`src/rtl/arbitro_rr_param.sv`:
```
// Parametrised round-robin / strict-priority arbiter draining NUM_CH show-ahead
// input FIFOs into 2**DEST_W output FIFOs, skipping channels whose target is almost full.
module arbitro_rr_param #(
    parameter int NUM_CH = 4,
    parameter int DEST_W = 2,
    parameter int DATA_W = 6,
    parameter int CNT_W  = 8,
    localparam int NOUT  = 2**DEST_W,
    localparam int ID_W  = (NUM_CH > 1) ? $clog2(NUM_CH) : 1
) (
    input  logic                     clk,
    input  logic                     reset_L,
    input  logic                     enable,
    input  logic                     rr_mode,
    input  logic [NUM_CH-1:0]        empty,
    input  logic [NUM_CH*DATA_W-1:0] data_in,
    input  logic [NOUT-1:0]          almost_full,
    output logic [NUM_CH-1:0]        pop,
    output logic [NOUT-1:0]          push,
    output logic [DATA_W-1:0]        data_out,
    output logic [ID_W-1:0]          grant_id,
    output logic [CNT_W-1:0]         fwd_count,
    output logic                     idle
);

    logic [DATA_W-1:0] head [NUM_CH];
    logic [NUM_CH-1:0] eligible;
    logic [ID_W-1:0]   last;
    logic              found;
    logic [ID_W-1:0]   win;
    logic [DATA_W-1:0] win_word;
    logic [DEST_W-1:0] win_dest;
    logic [NOUT-1:0]   push_next;

    for (genvar g = 0; g < NUM_CH; g++) begin : g_head
        assign head[g] = data_in[g*DATA_W +: DATA_W];
    end

    assign idle = &empty;

    // A channel is only eligible if its own destination can take the word, so a
    // full output never blocks channels heading elsewhere.
    always_comb begin
        eligible = '0;
        for (int i = 0; i < NUM_CH; i++) begin
            eligible[i] = enable & ~empty[i] & ~almost_full[head[i][DATA_W-1 -: DEST_W]];
        end
    end

    always_comb begin
        int idx;
        found = 1'b0;
        win   = '0;
        idx   = 0;
        if (rr_mode) begin
            for (int k = 1; k <= NUM_CH; k++) begin
                idx = int'(last) + k;
                if (idx >= NUM_CH) begin
                    idx = idx - NUM_CH;
                end
                if (!found && eligible[ID_W'(idx)]) begin
                    found = 1'b1;
                    win   = ID_W'(idx);
                end
            end
        end else begin
            for (int i = 0; i < NUM_CH; i++) begin
                if (!found && eligible[i]) begin
                    found = 1'b1;
                    win   = ID_W'(i);
                end
            end
        end
    end

    always_comb begin
        win_word = '0;
        pop      = '0;
        for (int i = 0; i < NUM_CH; i++) begin
            if (found && (win == ID_W'(i))) begin
                win_word = head[i];
                pop[i]   = 1'b1;
            end
        end
    end

    assign win_dest = win_word[DATA_W-1 -: DEST_W];

    always_comb begin
        push_next = '0;
        for (int o = 0; o < NOUT; o++) begin
            push_next[o] = found && (win_dest == DEST_W'(o));
        end
    end

    // last resets to the top channel so channel 0 is first in round-robin order.
    always_ff @(posedge clk or negedge reset_L) begin
        if (!reset_L) begin
            push      <= '0;
            data_out  <= '0;
            grant_id  <= '0;
            fwd_count <= '0;
            last      <= ID_W'(NUM_CH - 1);
        end else begin
            push <= push_next;
            if (found) begin
                data_out  <= win_word;
                grant_id  <= win;
                fwd_count <= fwd_count + CNT_W'(1);
                last      <= win;
            end
        end
    end

endmodule

```
`config.mk`:
```
export PLATFORM = sky130hd
export DESIGN_NAME = arbitro_rr_param
export DESIGN_NICKNAME = d
export VERILOG_FILES = /design/src/rtl/arbitro_rr_param.sv
export SDC_FILE = /design/constraint.sdc
export NUM_CORES = 1
export LEC_CHECK = 0
export ABC_AREA = 1
export CAP_MARGIN = 0
export CORE_ASPECT_RATIO = 2
export CORE_MARGIN = 5
export CORE_UTILIZATION = 48
export CTS_CLUSTER_SIZE = 24
export DETAILED_ROUTE_END_ITERATION = 6
export PLACE_DENSITY_LB_ADDON = 0.2
export SLEW_MARGIN = 20
export SYNTH_ARGS = -nofsm -noshare
export SYNTH_HDL_FRONTEND = slang
export SYNTH_SLANG_ARGS = --single-unit
```
`constraint.sdc`:
```
create_clock -name clk -period 4.9 [get_ports clk]
set_input_delay 0.98 -clock clk [delete_from_list [all_inputs] [get_ports clk]]
set_output_delay 0.98 -clock clk [all_outputs]
set_load 0.005 [all_outputs]
```
==> impl_metrics.ini, run 1 <==
[finish]
drive_gt1_frac = 0.1799
insertedDiodeCount = 0
area_growth_pct = 41.26
seqCellArea_um2 = 553.0
finish.net_count = 327
fillers = 297
multi_input_comb_area_um2 = 960.9

[timing]
max-slew-margin-rel = 0.6973
grt_setup_unrepaired = no
timing_hold_violations_final = 0
final.setup_skew_ns = 0.004508
worstMarginPinSlew_ns = 0.4541
fin_tns_setup_ns = 0
finalCriticalPeriod_ns = 4.399
min_period_over_period = 0.8979
max_clock_freq_mhz = 227.3
setup_viol = 0
slew_violations = 0

[synth]
synth.ff_latch_count = 22
yosysWarnings = 0
yosys.area_share.adder = 0.007570
ys_async_sr_fraction = 1.000
largest_family_of_logic_cells_by_synthesized_area = simple AND/OR/NAND/NOR gates
yosys.area_share.simple = 0.4792
number_of_flops_mapped_to_enable_cells_by_yosys = 0
post_synth_xor_area_fraction = 0.04845
synth.cells.most_frequent = sky130_fd_sc_hd__nand2_1, sky130_fd_sc_hd__nand3_1, sky130_fd_sc_hd__dfrtp_1
mappedNetlistArea_um2 = 1653
synth.yosys.seq_area_share = 0.3346
netlist.area_leader.share = 0.3028
ys_types = 32
yosys.cell_count.top_type = sky130_fd_sc_hd__nand2_1
postSynthNetCount = 263
synth-main-ff-cell = sky130_fd_sc_hd__dfrtp_1
yosysTopAreaCell = sky130_fd_sc_hd__dfrtp_1
area_fraction_in_compound_gates_after_synthesis = 0.04618
syn_area_per_cell_um2 = 7.313
syn_inst = 226
post_synth_main_area_contributors = sky130_fd_sc_hd__dfrtp_1, sky130_fd_sc_hd__nand2_1, sky130_fd_sc_hd__nand3_1
yosys-mux-area-fraction = 0

[floorplan]
dieHeight_um = 92.99
die_area_um2 = 4788
die_w_um = 51.50
floorplan.rows = 30
start_util = 0.4893
design.portCount = 61
placeableCoreArea_um2 = 3378

[power_and_ir_drop]
vdd_drop_max_uv = 350.1
portion_of_total_power_attributed_to_sequential_cells = 0.280
pwr_density_nw_per_um2 = 533.4
design_power_total_mw = 1.245
total_net_switching_power_mw = 0.5454
power.share.switching = 0.4380
clock_power_share = 0.102
pwr-share-comb = 0.618
leakage_nw = 1.127
internal_power_mw = 0.6999

[clock_tree]
clock_sinks = 22
postCtsHoldBufs = 0
tritoncts.num_buffers = 3
post_cts.repair.setup_buffers = 0
cts_tree = done
clock_latency_ns = 0.26
ctsResizeCount = 0
ctsLongestPathBuffers = 2
clock_pin_transition_on_the_worst_setup_and_hold_timing_paths_ns = 0.08
h_tree_lvl_count = 1
cts-root-buf = sky130_fd_sc_hd__clkbuf_8

[worst_setup_path]
worst_ep_arrival_time_ns = 3.42
worst_setup_path_start_kind = primary input
critical-path-top-cell-by-count = sky130_fd_sc_hd__nand2_2
worstPathMaxFanout = 8
crit_path_cell_trace = clkdlybuf4s50_1, inv_2, nand2_1, nand3_1, nand3_2, nand2_1, nand2_2, nand2_1, nand2_2, nand4_1, nand3_1, nand2_2, nand2_8, nand2_2, clkinv_2, clkdlybuf4s50_1
cpMaxStageDelayCell = sky130_fd_sc_hd__clkdlybuf4s50_1
max_stage_delay_on_crit_path_ns = 0.52
number_of_buffers_and_inverters_on_the_critical_path = 4
setup.reg_to_reg.worst_slack_ns = 2.46
critPathRequiredTime_ns = 3.92
criticalPathCategory = primary input to primary output
end_kind = primary output
critical_path.top_delay_family = simple AND/OR/NAND/NOR gates

[global_route]
initial_antenna_violation_count = 0
vias_in_the_first_global_route = 1656
global_route.usage.total = 0.1964
grt_start_max_net_pins = 23
grt_first_pass_wirelength_um = 7127
gr-total-overflow = 0

[place]
dp.final_hpwl_um = 3760
gp_congestion = 0.8296
place.port_buffers = 60

[hold_path]
path_type_of_the_worst_min_delay_path = register to register

[drt]
drc = 0
postRouteAntennaNets = 0
drt_pre_antenna_iters = 5
drt_wl_total_um = 4331
final_routed_wire_length_divided_by_cell_count_um = 13.49
detailedRoute.firstIterationViolations = 44
route.vias.total = 1708
avgViaCountPerCell = 5.321

[outcome]
status = finished clean

[job]
drv_cap = 0
-- kinds of logic after synthesis --
family / count (synthesis)
AOI/OAI and AO/OA: 14
xor gates and xnor gates: 7
adders and majority gates: 1
buffers and inverters: 33
DFF: 22
and+or+nand+nor: 149
-- per-layer routing --
layer  track usage  up-vias  wire [um]  part of all wire
met3      0.009569        7        139             0.032
met5             0        -          0                 0
met4       0.08753        0        109             0.025
met2        0.4011       67       2650              0.61
met1        0.1860      772       1431              0.33
li1              -      862          -                 -
-- worst reg2reg max path: stages, from the launching register on --
cell and delay (ns):
sky130_fd_sc_hd__dfstp_2 0.69, sky130_fd_sc_hd__inv_2 0.16, sky130_fd_sc_hd__nand4_1 0.19, sky130_fd_sc_hd__nand2_1 0.12
sky130_fd_sc_hd__a22oi_1 0.20, sky130_fd_sc_hd__nand3_1 0.16, sky130_fd_sc_hd__a21oi_1 0.34, sky130_fd_sc_hd__nand3_1 0.11
sky130_fd_sc_hd__nand3_1 0.10, sky130_fd_sc_hd__nand2_2 0.06, sky130_fd_sc_hd__nand2_2 0.09, sky130_fd_sc_hd__inv_2 0.05
sky130_fd_sc_hd__nor2_1 0.10
-- worst paths after layout --
kind	endpoint	depth (start not counted)	startpoint
setup / recovery	pop[3]	16	data_in[22]
hold / removal	fwd_count[7]	1	fwd_count[7]
setup reg to reg	push[2]	12	last[0]
hold reg to reg	fwd_count[7]	1	fwd_count[7]
max in group asynchronous	last[1]	1	reset_L
min in group asynchronous	push[2]	1	reset_L
-- area by class of cell --
type / instances / share of cell area
flip-flops and latches: 22 / 0.2369
repair buffers: 61 / 0.2583
well taps: 32 / 0.01715
inverters: 31 / 0.05252
clock buffers: 4 / 0.02358
multi-input cells: 171 / 0.4116
-- power groups by stage --
stage	logic [mW]	clock network, mW	registers [mW]
2_1_floorplan	0.499	0	0.325
3_5_place_dp	0.775	0	0.352
6_report	0.770	0.127	0.349
5_1_grt	0.855	0.137	0.360
4_1_cts	0.778	0.129	0.349
3_3_place_gp	0.759	0	0.350
-- cell usage in the layout, fill, tap and decap left out, types with 2 or more instances in the layout --
master,synthesis,final
sky130_fd_sc_hd__inv_4,2,2
sky130_fd_sc_hd__nand3_2,9,9
sky130_fd_sc_hd__clkbuf_8,0,4
sky130_fd_sc_hd__clkdlybuf4s50_1,0,59
sky130_fd_sc_hd__nand2_4,2,2
sky130_fd_sc_hd__o21ai_0,8,8
sky130_fd_sc_hd__xnor2_1,2,2
sky130_fd_sc_hd__nand2_1,66,66
sky130_fd_sc_hd__nor2_2,3,3
sky130_fd_sc_hd__inv_2,11,11
sky130_fd_sc_hd__nand2_8,2,2
sky130_fd_sc_hd__dfstp_2,2,2
sky130_fd_sc_hd__a21oi_1,3,3
sky130_fd_sc_hd__dfrtp_1,20,20
sky130_fd_sc_hd__nand4_1,14,14
sky130_fd_sc_hd__inv_1,16,16
sky130_fd_sc_hd__nand3_1,27,27
sky130_fd_sc_hd__nand2_2,10,10
sky130_fd_sc_hd__nor2_1,11,11
sky130_fd_sc_hd__xor2_1,4,4
-- sequential cells by signal (all words and copies together) (netlist names) --
| name | cells |
|---|---|
| data_out | 6 |
| fwd_count | 8 |
| grant_id | 2 |
| last | 2 |
| push | 4 |
-- metrics by stage --
step | util | worst slack (ns) | hold WS (ns) | instance area [um^2] | instances
after floorplan | - | 1.810 | 0.4676 | 1653 | 226
after global placement | 0.6763 | 0.5241 | 0.4621 | 2285 | 317
after detailed placement | 0.6763 | 0.5337 | 0.4775 | 2285 | 317
after CTS | 0.6926 | 0.5196 | 0.4915 | 2340 | 321
after global routing | 0.6911 | 0.3286 | 0.5061 | 2335 | 321
final | 0.6911 | 0.5005 | 0.4804 | 2335 | 321
No activity file was read; power rests on OpenSTA's default activity.
==> run 2: changes to the inputs <==
--- a/config.mk
+++ b/config.mk
@@ -5,11 +5,10 @@
 export SDC_FILE = /design/constraint.sdc
 export NUM_CORES = 1
 export LEC_CHECK = 0
-export ABC_AREA = 1
 export CAP_MARGIN = 0
 export CORE_ASPECT_RATIO = 2
 export CORE_MARGIN = 5
-export CORE_UTILIZATION = 48
+export CORE_UTILIZATION = 47
 export CTS_CLUSTER_SIZE = 24
 export DETAILED_ROUTE_END_ITERATION = 6
 export PLACE_DENSITY_LB_ADDON = 0.2
==> impl_metrics.ini, run 2 <==
[synth]
synth.ff_latch_count = 22
post_synth_main_area_contributors = sky130_fd_sc_hd__dfrtp_1, sky130_fd_sc_hd__mux2i_1, sky130_fd_sc_hd__mux2_4
netlist.area_leader.share = 0.3252
number_of_flops_mapped_to_enable_cells_by_yosys = 0
yosysTopAreaCell = sky130_fd_sc_hd__dfrtp_1
mappedNetlistArea_um2 = 1539
syn_inst = 153
syn_area_per_cell_um2 = 10.06
yosysWarnings = 0
synth-main-ff-cell = sky130_fd_sc_hd__dfrtp_1
postSynthNetCount = 190
ys_types = 51
synth.cells.most_frequent = sky130_fd_sc_hd__dfrtp_1, sky130_fd_sc_hd__nand2_1, sky130_fd_sc_hd__nor2_1
synth.yosys.seq_area_share = 0.3593
yosys.cell_count.top_type = sky130_fd_sc_hd__dfrtp_1
ys_async_sr_fraction = 1.000

[drt]
postRouteAntennaNets = 0
drt_pre_antenna_iters = 4
drt_wl_total_um = 4678
detailedRoute.firstIterationViolations = 33
drc = 0
final_routed_wire_length_divided_by_cell_count_um = 18.86
route.vias.total = 1545
avgViaCountPerCell = 6.230

[worst_setup_path]
timing.rr.end = data_out[5]
worst_ep_arrival_time_ns = 3.83
criticalPathCategory = primary input to primary output
setup.reg_to_reg.worst_slack_ns = 2.11
rr_startpoint = last[1]
worst_setup_path_startpoint = data_in[22]
critical_path.endpoint = pop[0]
end_kind = primary output
worstPathMaxFanout = 5
worst_setup_path_start_kind = primary input
worst_r2r_path_depth = 8
critPathRequiredTime_ns = 3.92

[finish]
drive_gt1_frac = 0.1521
final_common_cell = sky130_fd_sc_hd__clkdlybuf4s50_1
largest_reg_flops = 8
mostFrequentLayoutCells = sky130_fd_sc_hd__clkdlybuf4s50_1, sky130_fd_sc_hd__dfrtp_1, sky130_fd_sc_hd__nand2_1
largest-register = fwd_count
insertedDiodeCount = 0
final_core_utilization = 0.7115
area_growth_pct = 45.93
finish.net_count = 255
fillers = 244
biggest_regs = fwd_count x8, data_out x6, push x4
layout.cells.non_filler = 248
stdcell_area_um2 = 2246

[clock_tree]
clock_sinks = 22
cts-root-buf = sky130_fd_sc_hd__clkbuf_8
post_cts.repair.setup_buffers = 0
ctsResizeCount = 0
ctsLongestPathBuffers = 2
h_tree_lvl_count = 1
clock_pin_transition_on_the_worst_setup_and_hold_timing_paths_ns = 0.07
tritoncts.num_buffers = 3
cts_tree = done
postCtsHoldBufs = 0
clock_latency_ns = 0.26

[power_and_ir_drop]
pwr_density_nw_per_um2 = 322.4
design_power_total_mw = 0.7241
leakage_nw = 0.9284
vdd_drop_max_uv = 165.4

[timing]
setup_slack_ns = 0.08607
slew_violations = 0
worst_hold_slack_ns = 0.4773
min_period_over_period = 0.9824
final.setup_skew_ns = 0.002808
max_clock_freq_mhz = 207.7
finalCriticalPeriod_ns = 4.814
fin_tns_setup_ns = 0
max-slew-margin-rel = 0.6767
timing_hold_violations_final = 0
worstMarginPinSlew_ns = 0.4808
grt_setup_unrepaired = no
setup_viol = 0

[global_route]
vias_in_the_first_global_route = 1665
grt_start_max_net_pins = 23
global_route.usage.total = 0.2062
gr-total-overflow = 0
grt_first_pass_wirelength_um = 7624
initial_antenna_violation_count = 0

[place]
dp.final_hpwl_um = 3923
post-place-cells = 244
dpl-instance-area_um2 = 2196
gp_congestion = 0.9932
pre_cts_ws_ns = 0.09506
place.port_buffers = 60

[floorplan]
dieHeight_um = 90.93
floorplan.rows = 29
placeableCoreArea_um2 = 3157
start_util = 0.4875
design.portCount = 61
die_area_um2 = 4588
die_w_um = 50.46

[hold_path]
holdCritStartpoint = fwd_count[7]
path_type_of_the_worst_min_delay_path = register to register

[job]
drv_cap = 0

[outcome]
status = finished clean
==> run 2: cell types whose count changed after synthesis, moves of 6 or more <==
cell | previous run | this run
sky130_fd_sc_hd__nand2_1 | 66 | 14
sky130_fd_sc_hd__nand3_1 | 27 | 5
sky130_fd_sc_hd__inv_1 | 16 | 2
sky130_fd_sc_hd__inv_2 | 11 | 0
sky130_fd_sc_hd__nand2_2 | 10 | 0
sky130_fd_sc_hd__nand4_1 | 14 | 4
sky130_fd_sc_hd__nand3_2 | 9 | 0
sky130_fd_sc_hd__mux2i_1 | 0 | 8
sky130_fd_sc_hd__o21ai_0 | 8 | 2
==> run 2: layout make-up <==
cell class	instances	area (um^2)	share of cell area
tap	31	38.79	0.01727
inverter	2	7.507	0.003343
timing repair buffer	67	648.1	0.2886
clock buffer	4	55.05	0.02451
multi-input combinational	122	943.4	0.4201
sequential	22	553.0	0.2462
==> run 2: metal layers <==
layer | up-vias | GRT usage | wire length [um]
met1 | 741 | 0.1879 | 1402
met2 | 72 | 0.4066 | 2787
li1 | 713 | - | -
met3 | 19 | 0.02314 | 263
met4 | 0 | 0.1045 | 225
met5 | - | 0 | 0
==> run 2: report_power, final <==
part,internal [mW],switching [mW]
logic,0.188,0.122
registers,0.234,0.0523
clock network,0.0716,0.0555
==> run 2: cell families after synthesis <==
family / Yosys count / synth area share
XOR/XNOR: 7 / 0.03984
multiplexers: 18 / 0.1447
AO/OA/AOI/OAI: 37 / 0.1984
adder cells (fa/ha/maj): 1 / 0.008129
flip-flops: 22 / 0.3593
AND/OR/NAND/NOR: 59 / 0.2219
buffers and inverters: 9 / 0.02764
==> run 2: worst max-delay path, stage by stage <==
cell and delay, ns:
sky130_fd_sc_hd__clkdlybuf4s50_1 0.54, sky130_fd_sc_hd__mux4_2 0.54, sky130_fd_sc_hd__or4b_4 0.51, sky130_fd_sc_hd__or3b_4 0.42
sky130_fd_sc_hd__o211a_4 0.18, sky130_fd_sc_hd__nand2_1 0.14, sky130_fd_sc_hd__nor2_1 0.08, sky130_fd_sc_hd__clkdlybuf4s50_1 0.44
==> run 2: worst min path at each step <==
stage / to / cells past startpoint / slack [ns]
after floorplan: fwd_count[7] / 1 / 0.47
after global placement: fwd_count[7] / 1 / 0.46
after detailed placement: data_out[4] / 2 / 0.47
after CTS: fwd_count[7] / 1 / 0.48
after global routing: fwd_count[7] / 1 / 0.51
final: fwd_count[7] / 1 / 0.48
